--- config.mk ---
export PLATFORM = sky130hd
export DESIGN_NAME = bin_to_bcd_seq
export DESIGN_NICKNAME = d
export VERILOG_FILES = /design/src/rtl/bcd_pkg.sv /design/src/rtl/bcd_digit_adjust.sv /design/src/rtl/bin_to_bcd_seq.sv
export SDC_FILE = /design/constraint.sdc
export NUM_CORES = 1
export LEC_CHECK = 0
export ABC_AREA = 1
export CORE_ASPECT_RATIO = 0.75
export CORE_UTILIZATION = 30
export CTS_CLUSTER_DIAMETER = 80
export DETAILED_ROUTE_END_ITERATION = 8
export SLEW_MARGIN = 20
export SYNTH_ARGS = -nofsm -noshare
export SYNTH_HDL_FRONTEND = slang
export SYNTH_SLANG_ARGS = --single-unit
--- constraint.sdc ---
create_clock -name clk -period 3.1 [get_ports clk]
set_input_delay 0.93 -clock clk [delete_from_list [all_inputs] [get_ports clk]]
set_output_delay 0.93 -clock clk [all_outputs]
set_load 0.01 [all_outputs]
--- src/rtl/bcd_pkg.sv ---
// Shared types and constants for the binary-to-BCD display path.
package bcd_pkg;

  typedef logic [3:0] bcd_digit_t;

  localparam bcd_digit_t BCD_BLANK = 4'hF;
  localparam bcd_digit_t BCD_NINE  = 4'h9;

  typedef enum logic [1:0] {
    IDLE,
    CONVERT,
    DONE
  } conv_state_t;

endpackage

--- src/rtl/bcd_digit_adjust.sv ---
// Double-dabble digit correction: a digit of 5 or more gets +3 before the shift.
module bcd_digit_adjust
  import bcd_pkg::*;
(
  input  bcd_digit_t digit_in,
  output bcd_digit_t digit_out
);

  assign digit_out = (digit_in >= 4'd5) ? bcd_digit_t'(digit_in + 4'd3) : digit_in;

endmodule

--- src/rtl/bin_to_bcd_seq.sv ---
// Sequential shift-and-add-3 binary-to-BCD converter, one bit per clock,
// with start/ready/done handshake, leading-zero blanking and overflow saturation.
module bin_to_bcd_seq
  import bcd_pkg::*;
#(
  parameter int BIN_WIDTH = 16,
  parameter int DIGITS    = 5,
  parameter int BLANK_LZ  = 0
) (
  input  logic                  clk,
  input  logic                  rst_l,
  input  logic                  start,
  input  logic [BIN_WIDTH-1:0]  bin_in,
  output logic                  ready,
  output logic                  done,
  output logic [4*DIGITS-1:0]   bcd_out,
  output logic                  overflow
);

  localparam int SW     = 4 * DIGITS;
  localparam int ITER_W = $clog2(BIN_WIDTH + 1);

  conv_state_t            state_q, state_d;
  logic [ITER_W-1:0]      iter_q, iter_d;
  logic [BIN_WIDTH-1:0]   bin_q, bin_d;
  logic [SW-1:0]          scratch_q, scratch_d;
  logic                   sticky_q, sticky_d;
  logic [SW-1:0]          bcd_q, bcd_d;
  logic                   overflow_q, overflow_d;

  logic [SW-1:0]          adj;
  logic [SW+BIN_WIDTH-1:0] shifted;
  logic                   final_ovf;
  logic                   lead_zero;

  for (genvar g = 0; g < DIGITS; g++) begin : g_adjust
    bcd_digit_adjust u_adjust (
      .digit_in  (scratch_q[4*g +: 4]),
      .digit_out (adj[4*g +: 4])
    );
  end

  assign shifted   = {adj, bin_q} << 1;
  assign final_ovf = sticky_q | adj[SW-1];

  always_comb begin
    state_d    = state_q;
    iter_d     = iter_q;
    bin_d      = bin_q;
    scratch_d  = scratch_q;
    sticky_d   = sticky_q;
    bcd_d      = bcd_q;
    overflow_d = overflow_q;
    ready      = 1'b0;
    done       = 1'b0;
    lead_zero  = 1'b0;

    case (state_q)
      IDLE: begin
        ready = 1'b1;
      end
      CONVERT: begin
        scratch_d = shifted[SW+BIN_WIDTH-1:BIN_WIDTH];
        bin_d     = shifted[BIN_WIDTH-1:0];
        sticky_d  = final_ovf;
        iter_d    = iter_q - ITER_W'(1);
        if (iter_q == ITER_W'(1)) begin
          state_d    = DONE;
          overflow_d = final_ovf;
          if (final_ovf) begin
            bcd_d = {DIGITS{BCD_NINE}};
          end else begin
            bcd_d = scratch_d;
            // Blank digits above the most significant nonzero one; ones digit always shown.
            if (BLANK_LZ != 0) begin
              lead_zero = 1'b1;
              for (int i = DIGITS - 1; i >= 1; i--) begin
                if (lead_zero && (scratch_d[4*i +: 4] == 4'd0)) begin
                  bcd_d[4*i +: 4] = BCD_BLANK;
                end else begin
                  lead_zero = 1'b0;
                end
              end
            end
          end
        end
      end
      DONE: begin
        ready   = 1'b1;
        done    = 1'b1;
        state_d = IDLE;
      end
      default: begin
        state_d = IDLE;
      end
    endcase

    // Accepting a start from IDLE or DONE (back-to-back) loads a fresh conversion.
    if (ready && start) begin
      state_d   = CONVERT;
      bin_d     = bin_in;
      scratch_d = '0;
      sticky_d  = 1'b0;
      iter_d    = ITER_W'(BIN_WIDTH);
    end
  end

  always_ff @(posedge clk) begin
    if (!rst_l) begin
      state_q    <= IDLE;
      iter_q     <= '0;
      bin_q      <= '0;
      scratch_q  <= '0;
      sticky_q   <= 1'b0;
      bcd_q      <= '0;
      overflow_q <= 1'b0;
    end else begin
      state_q    <= state_d;
      iter_q     <= iter_d;
      bin_q      <= bin_d;
      scratch_q  <= scratch_d;
      sticky_q   <= sticky_d;
      bcd_q      <= bcd_d;
      overflow_q <= overflow_d;
    end
  end

  assign bcd_out  = bcd_q;
  assign overflow = overflow_q;

endmodule

* Word-level counts from Yosys, hierarchy flattened
Index checks and enable logic that the tools add are counted.
** Word-level totals
- Bits in registers :: 65
- Bits of input ports :: 19
- Output and inout bits :: 23
** Cells by class
- Add/sub/neg operators :: 6
- $lt $le $gt $ge :: 5
- Equal/unequal tests :: 6
- Muxes and demuxes :: 15
- Bitwise operators :: 3
- Reduce and logical (&&, ||, !) cells :: 8
** Operators with widths (count)
- 2-to-1 mux 16 bit :: 2
- adder 4 x 2 -> 4 bit (second input constant) :: 5
- greater-or-equal comparator 4 x 3 -> 1 bit (second input constant) :: 5
- 2-to-1 mux 20 bit :: 1
- 2-to-1 mux 4 bit :: 5
- 2-to-1 mux 5 bit :: 2
- AND reduction 2 bit :: 3
- == test 5 x 1 -> 1 bit (second input constant) :: 1
- subtractor 5 x 1 -> 5 bit (second input constant) :: 1
- != test 2 bit (second input constant) :: 2
- case mux 2 bit (2 select lines) :: 1
- OR reduction 2 bit :: 2
- 2-to-1 mux 1 bit :: 3
- != test 3 bit (second input constant) :: 1
- == test 2 x 1 -> 1 bit (second input constant) :: 1
- == test 2 bit (second input constant) :: 1
- logical NOT 2 bit :: 1
- 2-to-1 mux 2 bit :: 1
- inverter 1 bit :: 2
- nonzero test 2 bit :: 1
- logical AND 1 bit :: 1
- bitwise OR 1 bit :: 1

* Depth between registers and ports, before layout
Gate-level depths: netlist of run 1.
- Depth in word-level cells :: 6
- Depth in mapped cells :: 11
- Depth with buffers taken out :: 11

* Modules after synthesis
Synthesis of run 1 repeated with hierarchy kept, for this count alone.
** Unflattened totals
- Cell total of the unflattened synthesis :: 474
- Area, all modules :: 3439.5 µm²
** By module, submodules not included
- bin_to_bcd_seq :: times used 1, cells each 359, area an instance 2763.9 µm², sequential area each 1301.2 µm²
- bcd_digit_adjust :: times used 5, cells each 23, area an instance 135.1 µm², sequential area each 0.0 µm²

* Worst setup path after synthesis of run 1
Ideal clock, no wire load.
- Path kind :: input -> register
- From :: input port rst_l
- To :: register scratch_q[13]
- Arrival time :: 1.702 ns
- Required time :: 3.043 ns
- Setup slack :: 1.341 ns
- Stages :: 8
- Buffers on the path :: 2
- Cells stage by stage :: buf_2 inv_2 nor2_8 inv_4 buf_6 a21oi_2 o21ai_1 inv_1
** Between the ends
- Cells in the longest elaborated chain, start to end :: 2
** RTL lines
- from (decl) :: RTL line bin_to_bcd_seq.sv:11 : input logic rst_l,
- inverter 1 bit (no source line)
- OR reduction 2 bit (no source line)
- to (signal assigned) :: RTL line bin_to_bcd_seq.sv:121 : scratch_q <= scratch_d;
- to (decl) :: RTL line bin_to_bcd_seq.sv:26 : logic [SW-1:0] scratch_q, scratch_d;
Every way passes these cells.
A chain may end at the register's enable or synchronous reset.

* Final worst setup path of run 1
- From :: register state_q[1]
- To :: output port done
** Between the ends
- Cells in the longest elaborated chain, start to end :: 2
** RTL lines
- from (decl) :: RTL line bin_to_bcd_seq.sv:23 : conv_state_t state_q, state_d;
- from (signal assigned) :: RTL line bin_to_bcd_seq.sv:118 : state_q <= state_d;
- == test 2 bit :: RTL line bin_to_bcd_seq.sv:58 : case (state_q)
- 2-to-1 mux 1 bit :: RTL line bin_to_bcd_seq.sv:58
- to (decl) :: RTL line bin_to_bcd_seq.sv:15 : output logic done,
Every way passes these cells.

==> results of run 1 <==
## area by class of cell
cell class,instances,area (µm²),area share (%)
clock buffer,13,280,7.10
inverter,74,283,7.17
clock inverter,2,35.0,0.888
timing repair buffer,45,440,11.2
tap,132,165,4.19
multi-input combinational,258,1440,36.5
sequential,65,1300,33.0
## cell usage after synthesis
cell,number
inv_1,68
dfxtp_1,65
o21ai_0,61
nand2_1,55
a21oi_1,34
nor2_1,31
nand3_1,16
ha_1,12
a221oi_1,8
o21ai_1,8
a211oi_1,6
a21oi_2,6
buf_2,6
buf_4,4
inv_2,4
clkbuf_1,3
o211ai_1,3
xor2_1,3
buf_6,2
inv_4,2
nand2_4,2
nor2_2,2
nor2_4,2
a211oi_2,1
a2bb2oi_1,1
buf_1,1
nand2_8,1
nand3_2,1
nand4_1,1
nor2_8,1
nor4_1,1
o21ai_2,1
or2_2,1
## metal layers
| layer | wire (µm) | up-vias |
|---|---|---|
| li1 | - | 1432 |
| met5 | 0 | - |
| met1 | 3600 | 1189 |
| met2 | 3210 | 51 |
| met3 | 413 | 9 |
| met4 | 105 | 0 |
## worst max-delay path, delay by kind of cell, from the launching register on
| family | cells | cell delay, ns |
|---|---|---|
| buffers and inverters | 2 | 0.60 |
| flip-flops | 1 | 0.32 |
| AND/OR/NAND/NOR | 1 | 0.10 |
## flip-flops by register name, summed over array words and instances (netlist names)
register / flops
bcd_out: 20
scratch_q: 20
bin_q: 16
iter_q: 5
state_q: 2
overflow: 1
sticky_q: 1
## cells by family after synthesis
logic type	Yosys count	share of synthesized area, %
buffers and inverters	90	12.2
adder cells (fa/ha/maj)	12	4.81
XOR/XNOR	3	0.841
AND/OR/NAND/NOR	114	16.9
AO/OA/AOI/OAI	129	23.6
flip-flops	65	41.7
## power by group through the flow
stage | Combinational, W | Sequential, W | Clock (W)
after CTS | 0.000297 | 0.000914 | 0.00109
after global placement | 0.000289 | 0.000929 | 0
after floorplan | 0.000211 | 0.000927 | 0
after detailed placement | 0.000296 | 0.000931 | 0
final | 0.000297 | 0.000914 | 0.00106
after global routing | 0.000338 | 0.000919 | 0.00112
## path summary, 6_finish.rpt
| path | cells after the start | to | slack, ns |
|---|---|---|---|
| max | 3 | done | 0.82 |
| min | 2 | bin_q[4] | 0.46 |
| min reg2reg | 2 | bin_q[4] | 0.46 |
| max reg2reg | 11 | bcd_out[7] | 1.22 |
## through the flow
step	power, W	cell area (µm²)	utilization (%)
floorplan	0.00114	3120	-
global placement	0.00122	3630	36.7
detailed placement	0.00123	3630	36.7
CTS	0.00230	3950	39.9
global route	0.00238	3950	39.9
finish	0.00227	3950	39.9
==> out/qor.yml, run 1 <==
status:
  status: "finished clean"
drt:
  viasPerCell: 4.55
  drcViolationCount: 0
  final_antenna_net_count: 0
  dr.pass1.iters: 4
  num_vias: 2681
  wire_per_inst_um: 12.4
  drt-initial-drc-count: 163
  drt_wl_total_um: 7330
global_routing:
  grt_pass1_wl_um: 12200
  grtUsageMet2_pct: 21.8
  grt_pass1_vias: 2587
  grt_max_degree: 32
  grt_usage_pct: 14.5
  antenna_found_initial: 0
  top_usage_layer: "met2"
  use_met1_pct: 18.8
  grt_use_met3_pct: 4.67
  overflow: 0
timing:
  setup_ws_ns: 0.825
  fin_skew_ns: 0.00635
  hold-worst-slack_ns: 0.456
  rsz0062_at_grt: "no"
  worst_slew_pin_slew_ns: 0.696
  drv_slew: 0
  hold_viol: 0
  relSlewSlack_pct: 53.5
  tns_ns: 0
  period_needed_ns: 2.28
  setup_violations: 0
  fmax_ghz: 0.440
  min_period_over_period_pct: 73.4
pwr:
  power.density_nw_per_um2: 575
  p_sw_w: 0.000566
  p_int_w: 0.00170
  ir_worst_vdd_mv: 0.275
  clkPwrFrac_pct: 46.6
  p_leak_nw: 1.71
  p_seq_share_pct: 40.3
  p_comb_share_pct: 13.1
  swShare_pct: 24.9
worst_setup_path:
  slowest_stage: "clkdlybuf4s50_1"
  cp-end-kind: "output pin"
  worstPathMaxFanout: 2
  slowest_delay_ns: 0.55
  start_kind: "flip-flop"
  setup.worst_path.class: "flip-flop to output pin"
  r2r_start: "scratch_q[16]"
  crit_path_cell_trace: "inv_1 > nor2_1 > clkdlybuf4s50_1"
  cp.required_ns: 2.17
  critPathLaunch: "state_q[1]"
  arrival_ns: 1.35
clock_network:
  numClockSinks: 65
  clkSlewWorstSetupHoldPaths_ns: 0.05
  cts-root-buf: "clkbuf_16"
  postCtsResizedCells: 0
  tritoncts: "yes"
  hold_buffers: 0
  htree_levels: 3
  cts_buffer_depth: 2
  cts_setup_buffers: 0
  cts_buffers: 9
  clk_latency_ns: 0.33
worst_hold_path:
  hold_path.startpoint: "bin_q[3]"
  hold_class: "flip-flop to flip-flop"
cells_and_area:
  filler_cell_count: 994
  final_cell_mix: "inv_1 (68), dfxtp_1 (65), o21ai_0 (61), nand2_1 (55), clkdlybuf4s50_1 (41)"
  diodes: 0
  final_nets: 484
  drive_above_1_share_pct: 9.41
  final_common_cell: "inv_1"
  stdcell_count: 589
  layout-area-overhead-vs-synth_pct: 26.4
yosys:
  syn-cell-area_um2: 3120
  synthCells: 413
  synth.avg_cell_area_um2: 7.56
  synth_area_leaders: "dfxtp_1 (42%), o21ai_0 (9.8%), inv_1 (8.2%)"
  yosys_warnings: 0
  synth_fp_nets: 444
  synth_seq_cells: 65
  yosysTopAreaCell: "dfxtp_1"
  synth_top_area_share_pct: 41.7
  yosysSeqAreaShare_pct: 41.7
  synth.distinct_cells: 33
floorplan:
  initial_core_util_pct: 31.6
  core_area_um2: 9890
  die_area_um2: 10800
  pin_count: 42
  core.rowCount: 31
  die_w_um: 120
  fp.dieH_um: 90.4
flow_run:
  drv_cap: 0
place:
  dp_hpwl_um: 5120
  port_buffers: 41
  post-place-ws_ns: 0.720
  finalWeightedCongestion: 0.798
  dp.cells: 574
(Power assumes the default switching activity.)
==> inputs of run 2 (changes only) <==
==> constraint.sdc (replaced) <==
create_clock -name clk -period 2.1 [get_ports clk]
set_input_delay 0.63 -clock clk [delete_from_list [all_inputs] [get_ports clk]]
set_output_delay 0.63 -clock clk [all_outputs]
set_load 0.01 [all_outputs]
==> out/qor.yml, run 2 (synthesis results as in run 1) <==
flow_run:
  drv_cap: 0
global_routing:
  antenna_found_initial: 0
  grt_pass1_wl_um: 12400
  grt_max_degree: 37
  grt_pass1_vias: 2667
  overflow: 0
  grt_usage_pct: 14.6
drt:
  wire_per_inst_um: 12.2
  drcViolationCount: 0
  final_antenna_net_count: 0
  num_vias: 2706
  drt-initial-drc-count: 169
  drt_wl_total_um: 7250
  dr.pass1.iters: 5
  viasPerCell: 4.54
worst_setup_path:
  arrival_ns: 1.32
  cp.required_ns: 1.47
  r2r_end: "bcd_out[7]"
  r2r_start: "scratch_q[16]"
  r2r_cells: 11
  critPathLaunch: "state_q[1]"
  worstPathMaxFanout: 2
  start_kind: "flip-flop"
  setup.worst_path.class: "flip-flop to output pin"
  r2r_slack_ns: 0.28
  cp-end-kind: "output pin"
pwr:
  ir_worst_vdd_mv: 0.419
  power.density_nw_per_um2: 824
  p_leak_nw: 1.73
  total_power_w: 0.00327
floorplan:
  initial_core_util_pct: 31.6
  pin_count: 42
  core_area_um2: 9890
  die_area_um2: 10800
  fp.dieH_um: 90.4
  die_w_um: 120
  core.rowCount: 31
status:
  status: "finished clean"
clock_network:
  clkSlewWorstSetupHoldPaths_ns: 0.05
  numClockSinks: 65
  cts_buffer_depth: 2
  cts_setup_buffers: 0
  cts_buffers: 9
  htree_levels: 3
  tritoncts: "yes"
  cts-root-buf: "clkbuf_16"
  postCtsResizedCells: 0
  hold_buffers: 0
  clk_latency_ns: 0.33
timing:
  fmax_ghz: 0.512
  rsz0062_at_grt: "no"
  setup_violations: 0
  fin_skew_ns: 0.00848
  period_needed_ns: 1.95
  relSlewSlack_pct: 72.0
  hold_viol: 0
  tns_ns: 0
  min_period_over_period_pct: 93.0
  hold-worst-slack_ns: 0.454
  worst_slew_pin_slew_ns: 0.420
  drv_slew: 0
cells_and_area:
  diodes: 0
  drive_above_1_share_pct: 10.6
  layout-area-overhead-vs-synth_pct: 27.2
  filler_cell_count: 996
  final_cell_mix: "inv_1 (68), dfxtp_1 (65), o21ai_0 (61), nand2_1 (55), clkdlybuf4s50_1 (41)"
  fin_area_um2: 3970
  fin_util_pct: 40.2
  final_common_cell: "inv_1"
  final_nets: 490
place:
  dp_hpwl_um: 5260
  place_area_um2: 3680
  port_buffers: 41
  finalWeightedCongestion: 0.740
worst_hold_path:
  hold_class: "flip-flop to flip-flop"
  hold_path.startpoint: "bin_q[3]"
  min_delay_path_depth: 2
  min_to: "bin_q[4]"
run 2: cell type report:
| class | instances | area, µm² | area share (%) |
|---|---|---|---|
| Clock inverter | 5 | 55.1 | 1.39 |
| Tap cell | 132 | 165 | 4.16 |
| Inverter | 74 | 283 | 7.12 |
| Sequential cell | 65 | 1300 | 32.7 |
| Multi-Input combinational cell | 258 | 1440 | 36.3 |
| Timing Repair Buffer | 51 | 485 | 12.2 |
| Clock buffer | 11 | 243 | 6.11 |
run 2: where the power goes:
part,switching [W],internal (W),total (W)
logic,0.000273,0.000173,0.000446
clock network,0.000536,0.000946,0.00148
registers,0.0000396,0.00131,0.00135
run 2: per-layer routing:
metal  GRT usage [%]  wire [µm]
met4            5.83        128
met2            22.7       3110
met5               0          0
met3            4.67        378
met1            18.7       3640
run 2: through the flow:
step	setup WS, ns	cells
after floorplan	0.641	413
after global placement	0.107	580
after detailed placement	0.0731	580
after CTS	0.129	596
after global routing	0.0892	596
final	0.146	596
run 2: worst max-delay path by stage:
stage | end | slack [ns] | cells after the start
3_5_place_dp | scratch_q[10] | 0.07 | 8
6_report | done | 0.15 | 3
5_1_grt | done | 0.09 | 3
4_1_cts | ready | 0.13 | 2
3_3_place_gp | scratch_q[4] | 0.11 | 8
2_1_floorplan | scratch_q[13] | 0.64 | 8
run 2: worst max-delay path: stages (launching register included):
cell and delay (ns):
dfxtp_1 0.31, inv_1 0.06, nor2_1 0.09, clkdlybuf4s50_1 0.54
==> inputs of run 3 (changes only) <==
--- a/config.mk
+++ b/config.mk
@@ -10,7 +10,9 @@
 export CORE_UTILIZATION = 30
 export CTS_CLUSTER_DIAMETER = 80
 export DETAILED_ROUTE_END_ITERATION = 8
+export MAX_ROUTING_LAYER = met4
 export SLEW_MARGIN = 20
 export SYNTH_ARGS = -nofsm -noshare
 export SYNTH_HDL_FRONTEND = slang
 export SYNTH_SLANG_ARGS = --single-unit
+export TNS_END_PERCENT = 1
==> out/qor.yml, run 3 (synthesis results as in run 1) <==
status:
  status: "finished clean"
clock_network:
  cts_buffer_depth: 2
  clkSlewWorstSetupHoldPaths_ns: 0.05
  numClockSinks: 65
  hold_buffers: 0
  cts-root-buf: "clkbuf_16"
  cts_buffers: 9
  postCtsResizedCells: 0
  cts_setup_buffers: 0
  tritoncts: "yes"
  clk_latency_ns: 0.33
  htree_levels: 3
floorplan:
  fp.dieH_um: 90.4
  die_w_um: 120
  core.rowCount: 31
  initial_core_util_pct: 31.6
  core_area_um2: 9890
  pin_count: 42
  die_area_um2: 10800
timing:
  relSlewSlack_pct: 71.8
  rsz0062_at_grt: "no"
  min_period_over_period_pct: 93.1
  fin_skew_ns: 0.00839
  fmax_ghz: 0.512
  worst_slew_pin_slew_ns: 0.423
  setup_violations: 0
  hold-worst-slack_ns: 0.454
  period_needed_ns: 1.95
  drv_slew: 0
  hold_viol: 0
  tns_ns: 0
worst_setup_path:
  slowest_stage: "clkdlybuf4s50_1"
  worstPathMaxFanout: 2
  crit_path_cell_trace: "inv_1 > nor2_1 > clkdlybuf4s50_1"
  arrival_ns: 1.32
  setup.worst_path.class: "flip-flop to output pin"
  cp.required_ns: 1.47
  slowest_delay_ns: 0.54
  start_kind: "flip-flop"
  r2r_cells: 11
  cp-end-kind: "output pin"
pwr:
  power.density_nw_per_um2: 824
  p_leak_nw: 1.73
  ir_worst_vdd_mv: 0.419
place:
  finalWeightedCongestion: 0.749
  dp_hpwl_um: 5260
  port_buffers: 41
drt:
  drt-initial-drc-count: 170
  viasPerCell: 4.55
  wire_per_inst_um: 12.2
  dr.pass1.iters: 4
  drcViolationCount: 0
  final_antenna_net_count: 0
  drt_wl_total_um: 7240
  num_vias: 2712
global_routing:
  grt_pass1_wl_um: 12400
  overflow: 0
  grt_max_degree: 37
  grt_usage_pct: 15.0
  antenna_found_initial: 0
  grt_pass1_vias: 2666
cells_and_area:
  diodes: 0
  final_nets: 490
  drive_above_1_share_pct: 10.6
  final_common_cell: "inv_1"
  final_cell_mix: "inv_1 (68), dfxtp_1 (65), o21ai_0 (61), nand2_1 (55), clkdlybuf4s50_1 (41)"
  layout-area-overhead-vs-synth_pct: 27.2
worst_hold_path:
  min_delay_path_depth: 2
  hold_class: "flip-flop to flip-flop"
flow_run:
  drv_cap: 0
[run 3: worst paths after layout]
kind,startpoint,to,slack (ns)
worst max-delay path,state_q[1],done,0.15
worst min register to register,bin_q[3],bin_q[4],0.45
worst min-delay path,bin_q[3],bin_q[4],0.45
worst max register to register,scratch_q[16],bcd_out[7],0.28
[run 3: cell type report]
class | count | area [µm²]
timing repair buffer | 51 | 485
inverter | 74 | 283
tap | 132 | 165
clock buffer | 11 | 243
sequential | 65 | 1300
clock inverter | 5 | 55.1
fill | 996 | 5920
multi-input combinational | 258 | 1440
[run 3: where the power goes]
part	switching, W	internal [W]
Sequential	0.0000394	0.00131
Combinational	0.000273	0.000173
Clock	0.000536	0.000946
[run 3: worst max-delay path: cells and delay by family, from the launching register on]
| family | cells | cell delay (ns) |
|---|---|---|
| buffers and inverters | 2 | 0.60 |
| flip-flops | 1 | 0.31 |
| AND/OR/NAND/NOR | 1 | 0.09 |
[run 3: per-stage QoR]
| stage | instances | util [%] | setup slack, ns | area, µm² | power [W] |
|---|---|---|---|---|---|
| finish | 596 | 40.2 | 0.146 | 3970 | 0.00327 |
| global route | 596 | 40.2 | 0.0892 | 3970 | 0.00344 |
| CTS | 596 | 40.2 | 0.129 | 3970 | 0.00331 |
| detailed placement | 580 | 37.2 | 0.0731 | 3680 | 0.00182 |
| global placement | 580 | 37.2 | 0.107 | 3680 | 0.00181 |
| floorplan | 413 | - | 0.641 | 3120 | 0.00168 |
[run 3: metal layers]
| layer | global-route usage, % | vias to the layer above | wire [µm] |
|---|---|---|---|
| met2 | 22.7 | 52 | 3110 |
| met3 | 4.42 | 14 | 324 |
| li1 | - | 1441 | - |
| met1 | 18.8 | 1205 | 3680 |
| met5 | - | - | 0 |
| met4 | 5.83 | 0 | 127 |
